$ cat src/rtl/decoder_3lxnpc_mc_pkg.sv
// Package for the multi-channel 3-level NPC/NPP/ANPC gate decoder.
// Holds the topology and ANPC zero-state type definitions, the level and
// FSM state enums, the gate pattern constants and the pattern lookup.
// Pattern bit order: bit0=S1 ... bit5=S6.
package PKG_decoder_3lxnpc;

   typedef enum logic [1:0] {NPC = 2'd0, NPP = 2'd1, ANPC = 2'd2} _npctypes_t;
   typedef enum logic [1:0] {OU = 2'd0, OL = 2'd1, OB = 2'd2} _commtypes_t;

   typedef enum logic [1:0] {LEV_N = 2'd0, LEV_O = 2'd1, LEV_P = 2'd2, LEV_ILL = 2'd3} lev_t;
   typedef enum logic [1:0] {CH_STARTUP = 2'd0, CH_HOLD = 2'd1, CH_DEAD = 2'd2} ch_state_t;
   typedef enum logic [1:0] {CHG_IDLE = 2'd0, CHG_WAIT = 2'd1, CHG_BLANK = 2'd2} chg_state_t;

   localparam logic [5:0] NPC_P   = 6'b000011;
   localparam logic [5:0] NPC_O   = 6'b000110;
   localparam logic [5:0] NPC_N   = 6'b001100;
   localparam logic [5:0] NPP_P   = 6'b000101;
   localparam logic [5:0] NPP_O   = 6'b000110;
   localparam logic [5:0] NPP_N   = 6'b001010;
   localparam logic [5:0] ANPC_P  = 6'b100011;
   localparam logic [5:0] ANPC_N  = 6'b011100;
   localparam logic [5:0] ANPC_OU = 6'b010010;
   localparam logic [5:0] ANPC_OL = 6'b100100;
   localparam logic [5:0] ANPC_OB = 6'b110110;

   // Gate pattern for a topology / level / ANPC zero variant.
   // Anything undefined (illegal level or topology code) yields all-off.
   function automatic logic [5:0] pattern(input _npctypes_t t, input lev_t l,
                                          input _commtypes_t c);
      logic [5:0] p;
      p = 6'b000000;
      case (t)
         NPC: begin
            case (l)
               LEV_P:   p = NPC_P;
               LEV_O:   p = NPC_O;
               LEV_N:   p = NPC_N;
               default: p = 6'b000000;
            endcase
         end
         NPP: begin
            case (l)
               LEV_P:   p = NPP_P;
               LEV_O:   p = NPP_O;
               LEV_N:   p = NPP_N;
               default: p = 6'b000000;
            endcase
         end
         ANPC: begin
            case (l)
               LEV_P: p = ANPC_P;
               LEV_N: p = ANPC_N;
               LEV_O: begin
                  case (c)
                     OU:      p = ANPC_OU;
                     OL:      p = ANPC_OL;
                     OB:      p = ANPC_OB;
                     default: p = 6'b000000;
                  endcase
               end
               default: p = 6'b000000;
            endcase
         end
         default: p = 6'b000000;
      endcase
      return p;
   endfunction

endpackage

$ cat src/rtl/decoder_3lxnpc_mc_ch.sv
// One phase leg of the 3-level gate decoder.
// FSM STARTUP -> HOLD <-> DEAD with dead-time insertion, minimum dwell and
// P<->N routing through O.
// Ports:
//   clk, rst          clock, synchronous active-low reset
//   t_short, t_off_on minimum dwell and dead time (cycles)
//   target            requested level (already mapped to N/O/P)
//   ptype             topology currently driving the gates
//   comm              ANPC zero-state variant, latched on each O entry
//   blank             force gates off and freeze the leg (changeover blanking)
//   restart           re-enter HOLD at O with dwell 0 under restart_type
//   gates             registered 6-bit gate pattern
//   ready             (changeover build) leg is settled at O with dwell met
module decoder_3lxnpc_ch
   import PKG_decoder_3lxnpc::*;
#(
   parameter int TDELAY_WIDTH = 16
)
(
   input  logic                    clk,
   input  logic                    rst,
   input  logic [TDELAY_WIDTH-1:0] t_short,
   input  logic [TDELAY_WIDTH-1:0] t_off_on,
   input  lev_t                    target,
   input  _npctypes_t              ptype,
   input  _commtypes_t             comm,
   input  logic                    blank,
   input  logic                    restart,
   input  _npctypes_t              restart_type,
   output logic [5:0]              gates
`ifdef DECODER_XNPC_CHG_EN
   ,
   output logic                    ready
`endif
);

   ch_state_t               state;
   lev_t                    cur;
   lev_t                    nxt;
   _commtypes_t             ovar;
   logic [TDELAY_WIDTH-1:0] dwell;
   logic [TDELAY_WIDTH-1:0] cnt;
   logic [TDELAY_WIDTH-1:0] dly;
   lev_t                    nxt_sel;
   _commtypes_t             ov_sel;
   logic                    accept;

   always_comb begin
      // A zero dead time still costs one cycle.
      dly     = (t_off_on == '0) ? TDELAY_WIDTH'(1) : t_off_on;
      // From O any target is adjacent; from P or N the only way out is O.
      nxt_sel = (cur == LEV_O) ? target : LEV_O;
      ov_sel  = (nxt_sel == LEV_O) ? comm : ovar;
      accept  = (state == CH_HOLD) && (target != cur) && (dwell >= t_short);
   end

`ifdef DECODER_XNPC_CHG_EN
   assign ready = (state == CH_HOLD) && (cur == LEV_O) && (dwell >= t_short);
`endif

   always_ff @(posedge clk) begin
      if (!rst) begin
         state <= CH_STARTUP;
         cur   <= LEV_O;
         nxt   <= LEV_O;
         ovar  <= OU;
         dwell <= '0;
         cnt   <= TDELAY_WIDTH'(1);
         gates <= 6'b000000;
      end else if (restart) begin
         state <= CH_HOLD;
         cur   <= LEV_O;
         ovar  <= comm;
         dwell <= '0;
         gates <= pattern(restart_type, LEV_O, comm);
      end else if (blank) begin
         gates <= 6'b000000;
      end else begin
         case (state)
            CH_STARTUP: begin
               if (cnt >= dly) begin
                  state <= CH_HOLD;
                  cur   <= LEV_O;
                  ovar  <= comm;
                  dwell <= '0;
                  gates <= pattern(ptype, LEV_O, comm);
               end else begin
                  cnt <= cnt + TDELAY_WIDTH'(1);
               end
            end
            CH_HOLD: begin
               if (accept) begin
                  state <= CH_DEAD;
                  nxt   <= nxt_sel;
                  ovar  <= ov_sel;
                  cnt   <= TDELAY_WIDTH'(1);
                  // Only switches common to both levels stay on.
                  gates <= pattern(ptype, cur, ovar) & pattern(ptype, nxt_sel, ov_sel);
               end else begin
                  if (dwell != '1) dwell <= dwell + TDELAY_WIDTH'(1);
                  gates <= pattern(ptype, cur, ovar);
               end
            end
            CH_DEAD: begin
               if (cnt >= dly) begin
                  state <= CH_HOLD;
                  cur   <= nxt;
                  dwell <= '0;
                  gates <= pattern(ptype, nxt, ovar);
               end else begin
                  cnt <= cnt + TDELAY_WIDTH'(1);
               end
            end
            default: state <= CH_STARTUP;
         endcase
      end
   end

endmodule

$ cat src/rtl/decoder_3lxnpc_mc.sv
// Multi-channel 3-level NPC/NPP/ANPC gate decoder top.
// Instantiates N_CH leg FSMs, maps illegal commands to O with a sticky fault
// flag, and owns the active-topology register.
// Optional feature macro: DECODER_XNPC_CHG_EN enables safe runtime topology
// changeover (all legs to O, blanking, then switch). Without it the topology
// is fixed to npc_type sampled during reset and busy is 0.
// Ports:
//   clk, rst        clock, synchronous active-low reset
//   t_short         minimum dwell per level (cycles)
//   t_off_on        dead time and blanking length (cycles, 0 acts as 1)
//   v_lev           per-channel level command, ch i = [2i+1:2i]
//   comm_type_anpc  ANPC zero-state variant
//   npc_type        requested topology
//   S_out           gate outputs, ch i = [6i+5:6i]
//   type_active     topology currently driving S_out
//   busy            changeover in progress
//   fault           sticky per-channel illegal-command flag
module decoder_3lxnpc_mc
   import PKG_decoder_3lxnpc::*;
#(
   parameter int N_CH         = 3,
   parameter int TDELAY_WIDTH = 16
)
(
   input  logic                    clk,
   input  logic                    rst,
   input  logic [TDELAY_WIDTH-1:0] t_short,
   input  logic [TDELAY_WIDTH-1:0] t_off_on,
   input  logic [2*N_CH-1:0]       v_lev,
   input  _commtypes_t             comm_type_anpc,
   input  _npctypes_t              npc_type,
   output logic [6*N_CH-1:0]       S_out,
   output _npctypes_t              type_active,
   output logic                    busy,
   output logic [N_CH-1:0]         fault
);

   logic [N_CH-1:0] ill;
   lev_t            target [N_CH];
   logic            force_o;
   logic            blank;
   logic            restart;
   _npctypes_t      restart_type;
`ifdef DECODER_XNPC_CHG_EN
   logic [N_CH-1:0] ready;
`endif

   for (genvar i = 0; i < N_CH; i++) begin : g_ch
      assign ill[i]    = (v_lev[2*i +: 2] == 2'd3);
      assign target[i] = (ill[i] || force_o) ? LEV_O : lev_t'(v_lev[2*i +: 2]);

      decoder_3lxnpc_ch #(.TDELAY_WIDTH(TDELAY_WIDTH)) u_ch (
         .clk          (clk),
         .rst          (rst),
         .t_short      (t_short),
         .t_off_on     (t_off_on),
         .target       (target[i]),
         .ptype        (type_active),
         .comm         (comm_type_anpc),
         .blank        (blank),
         .restart      (restart),
         .restart_type (restart_type),
         .gates        (S_out[6*i +: 6])
`ifdef DECODER_XNPC_CHG_EN
         ,
         .ready        (ready[i])
`endif
      );
   end

   always_ff @(posedge clk) begin
      if (!rst) fault <= '0;
      else      fault <= fault | ill;
   end

`ifdef DECODER_XNPC_CHG_EN
   chg_state_t              chg_state;
   logic [TDELAY_WIDTH-1:0] bcnt;
   logic [TDELAY_WIDTH-1:0] dly;
   logic                    all_ready;
   logic                    blank_done;

   always_comb begin
      dly          = (t_off_on == '0) ? TDELAY_WIDTH'(1) : t_off_on;
      all_ready    = &ready;
      blank_done   = (chg_state == CHG_BLANK) && (bcnt >= dly);
      force_o      = (chg_state != CHG_IDLE);
      // Legs go dark on the same edge the changeover enters BLANK.
      blank        = ((chg_state == CHG_WAIT) && all_ready) ||
                     ((chg_state == CHG_BLANK) && !blank_done);
      restart      = blank_done;
      // Whatever is requested at the end of blanking becomes active.
      restart_type = npc_type;
   end

   always_ff @(posedge clk) begin
      if (!rst) begin
         chg_state   <= CHG_IDLE;
         type_active <= npc_type;
         busy        <= 1'b0;
         bcnt        <= TDELAY_WIDTH'(1);
      end else begin
         case (chg_state)
            CHG_IDLE: begin
               if (npc_type != type_active) begin
                  chg_state <= CHG_WAIT;
                  busy      <= 1'b1;
               end
            end
            CHG_WAIT: begin
               if (all_ready) begin
                  chg_state <= CHG_BLANK;
                  bcnt      <= TDELAY_WIDTH'(1);
               end
            end
            CHG_BLANK: begin
               if (blank_done) begin
                  chg_state   <= CHG_IDLE;
                  type_active <= npc_type;
                  busy        <= 1'b0;
               end else begin
                  bcnt <= bcnt + TDELAY_WIDTH'(1);
               end
            end
            default: chg_state <= CHG_IDLE;
         endcase
      end
   end
`else
   always_ff @(posedge clk) begin
      if (!rst) type_active <= npc_type;
   end

   assign busy         = 1'b0;
   assign force_o      = 1'b0;
   assign blank        = 1'b0;
   assign restart      = 1'b0;
   assign restart_type = type_active;
`endif

endmodule
$ cat config.mk
export PLATFORM = sky130hd
export DESIGN_NAME = decoder_3lxnpc_mc
export DESIGN_NICKNAME = d
export VERILOG_FILES = /design/src/rtl/decoder_3lxnpc_mc_pkg.sv /design/src/rtl/decoder_3lxnpc_mc_ch.sv /design/src/rtl/decoder_3lxnpc_mc.sv
export SDC_FILE = /design/constraint.sdc
export NUM_CORES = 1
export LEC_CHECK = 0
export CAP_MARGIN = 10
export CORE_UTILIZATION = 55
export CTS_BUF_LIST = sky130_fd_sc_hd__clkbuf_8
export DETAILED_ROUTE_END_ITERATION = 8
export PLACE_DENSITY = 0.82
export SKIP_LAST_GASP = 1
export SYNTH_ARGS = -nofsm -noshare
export SYNTH_HDL_FRONTEND = slang
export SYNTH_SLANG_ARGS = --single-unit
export TNS_END_PERCENT = 1
$ cat constraint.sdc
create_clock -name clk -period 3.9 [get_ports clk]
set_input_delay 0.78 -clock clk [delete_from_list [all_inputs] [get_ports clk]]
set_output_delay 0.78 -clock clk [all_outputs]
set_load 0.05 [all_outputs]
==> results_dict.tcl <==
set metrics [dict create \
    whs_ns 0.472 \
    cts_hold_buf 0 \
    swShare_pct 28.6 \
    antenna_found_initial 0 \
    skew_ns 0.0149 \
    vias_per_cell 6.41 \
    dp_cells 1773 \
    synth.avg_cell_area_um2 7.88 \
    portBuffers 66 \
    finalSetupViolCount 0 \
    criticalPathCategory "input pin to register" \
    slew_viol_final 0 \
    drive_gt1_share_pct 7.17 \
    fmax_mhz 279 \
    combPwrFrac_pct 12.3 \
    n_antenna_cell 0 \
    firstDrtPassIters 6 \
    globalRoute.totalOverflow 0 \
    synthCells 1476 \
    leakagePower_uw 0.00511 \
    clk_path_buf_depth 2 \
    crit_chain "clkdlybuf4s50_1 -> nor4_1 -> a41o_1 -> ha_1 -> nand2b_1 -> a211oi_1 -> o211a_1 -> o21a_1 -> o211ai_2 -> buf_4 -> or3_1 -> a21oi_1" \
    hold_viol_final 0 \
    finalNonFillerCells 1805 \
    synth_edf_count 2 \
    cts_resized 0 \
    drtAntennaViolNets 0 \
    r2r-start "g_ch[0].u_ch.dwell[14]$_SDFFE_PN0P_" \
    postCtsSetupRepairBufs 0 \
    tritoncts "built" \
    slew_headroom_pct 19.1 \
    multiInputGateArea_mm2 0.00808 \
    cpLargestDelayFamily "compound AO/OA/AOI/OAI gates" \
    pwr-share-seq_pct 47.5 \
    synth_cell_types 83 \
    synth_warnings 0 \
    grt_pass1_wl_um 53200 \
    track_usage_pct 30.2 \
    async_reset_ff_share_pct 0 \
    fin_crit_sh_pct 92.0 \
    synth_ff_type "dfxtp_1" \
    clk_pin_slew_ns 0.09 \
    core_mm2 0.0205 \
    area_growth_pct 11.3 \
    p_switching_uw 907 \
    die_area_mm2 0.0217 \
    crit_path_max_fanout 20 \
    slowest_stage "clkdlybuf4s50_1" \
    cts_buffers 17 \
    dr_total_vias 11600 \
    rsz0062_at_grt "no" \
    start_util_pct 56.8 \
    seqCellArea_mm2 0.00288 \
    power_frac_clock_pct 40.1 \
    ir_drop_mv 0.208 \
    num_rows 52 \
    crit_path_start "t_off_on[1]" \
    hpwlAfterDp_um 24300 \
    min_path_type "register to register" \
    synth_area_mm2 0.0116 \
    htreeDepth 4 \
    grt_pass1_vias 10800 \
    slowest_delay_ns 0.42 \
    path_buf_inv 2 \
    nFillCells 1773 \
    timing.setup.tns_ns 0 \
    gp_congestion 0.952 \
    wl_per_cell_um 18.2 \
    required_ns 4.29 \
    fin_nets 1731 \
    num_io_pins 68 \
    crit_arrival_ns 3.98 \
    outcome "finished clean" \
    first_iter_violations 1100 \
    ys_seq_area_share_pct 24.8 \
    period_needed_ns 3.59 \
    syn_nets 1685 \
    die_x_um 147 \
    root_buffer "clkbuf_8" \
    final_common_cell "ha_1" \
    insertion_delay_ns 0.48 \
    crit_path_start_kind "input pin" \
    grt_max_degree 43 \
    cts_sinks 143 \
    hold_start "g_ch[1].u_ch.ovar[0]$_SDFFE_PN0P_" \
    cap_violations 0 \
    die_y_um 147 \
    ys_seq_elements 143 \
    power.density_mw_per_mm2 245 \
    worst_pin_slew_ns 1.21 \
    drc_errors 0 \
    end_kind "register" \
    layout_common_cells "ha_1, nand2_1, dfxtp_1" \
    wl_um 32800 \
    p_int_uw 2260 \
]
==> worst reg2reg max path, delay by kind of cell, from the launching register on <==
kind	cells	cell delay [ns]
AND/OR/NAND/NOR	3	0.76
buffers and inverters	1	0.31
flip-flops	1	0.38
adder cells (fa/ha/maj)	1	0.35
AO/OA/AOI/OAI	4	0.98
==> flip-flops by register name, indices dropped and copies added (netlist names) <==
register,count
g_ch.u_ch.gates,18
type_active,2
g_ch.u_ch.cnt,48
g_ch.u_ch.dwell,48
g_ch.u_ch.state,6
fault,3
g_ch.u_ch.ovar,6
g_ch.u_ch.nxt,6
g_ch.u_ch.cur,6
==> per-layer routing <==
| metal | track usage (%) | vias to the layer above | share of wire [%] |
|---|---|---|---|
| met1 | 38.5 | 5383 | 43 |
| met3 | 6.08 | 94 | 7.7 |
| li1 | - | 5598 | - |
| met4 | 13.8 | 0 | 3.6 |
| met2 | 49.0 | 504 | 46 |
| met5 | 0 | - | 0 |
==> cell usage after synthesis, types with 14 or more instances <==
| library cell | instances | area, µm² |
|---|---|---|
| ha_1 | 165 | 2060 |
| nand2_1 | 145 | 544 |
| dfxtp_1 | 141 | 2820 |
| a21oi_1 | 133 | 666 |
| o21ai_0 | 97 | 485 |
| nor2_1 | 91 | 342 |
| inv_1 | 88 | 330 |
| nand3_1 | 64 | 320 |
| clkbuf_1 | 47 | 176 |
| o211ai_1 | 40 | 300 |
| nand4_1 | 31 | 194 |
| nor3_1 | 28 | 140 |
| a211oi_1 | 27 | 203 |
| o31ai_1 | 22 | 165 |
| or3_1 | 22 | 138 |
| and3_1 | 21 | 131 |
| mux2i_1 | 17 | 170 |
| or4_1 | 17 | 128 |
| nand2b_1 | 15 | 93.8 |
| nand3b_1 | 15 | 113 |
| a31oi_1 | 14 | 87.6 |
| nor4_1 | 14 | 87.6 |
| o21ai_1 | 14 | 70.1 |
==> through the flow <==
stage	cell area [µm²]	power (µW)	setup slack (ns)	util [%]
floorplan	11600	1770	0.756	-
global placement	12500	1900	0.0842	61.2
detailed placement	12500	1920	-0.0771	61.2
CTS	12900	3160	0.405	63.2
global route	12900	3280	0.0387	63.2
finish	12900	3170	0.314	63.2
==> logic make-up after synthesis <==
logic type,synth area share (%)
muxes,1.56
other,0.0322
adders and majority gates,17.7
xor gates and xnor gates,1.20
buffers and inverters,5.79
DFF,24.8
and+or+nand+nor,21.9
AOI/OAI and AO/OA,27.0
==> power groups by stage <==
stage               Sequential, µW  Combinational (µW)  Clock, µW
finish                        1510                 391       1270
global route                  1510                 428       1350
CTS                           1500                 384       1280
detailed placement            1540                 381          0
global placement              1540                 368          0
floorplan                     1540                 234          0
==> final cells by class <==
cell class	instances	share of cell area, %
multi-input combinational	1173	62.4
sequential	143	22.3
timing repair buffer	99	7.07
tap	270	2.61
inverter	88	2.55
clock buffer	17	1.81
clock inverter	15	1.33
==> worst paths after layout <==
path	slack, ns	to	depth (start not counted)
worst max-delay path	0.31	g_ch[0].u_ch.cnt[12]$_SDFFE_PN0P_	12
worst min-delay path	0.47	g_ch[1].u_ch.ovar[0]$_SDFFE_PN0P_	2
worst max register to register	1.04	g_ch[0].u_ch.cnt[12]$_SDFFE_PN0P_	9
worst min register to register	0.47	g_ch[1].u_ch.ovar[0]$_SDFFE_PN0P_	2
Power figures use the tool's default switching activity.
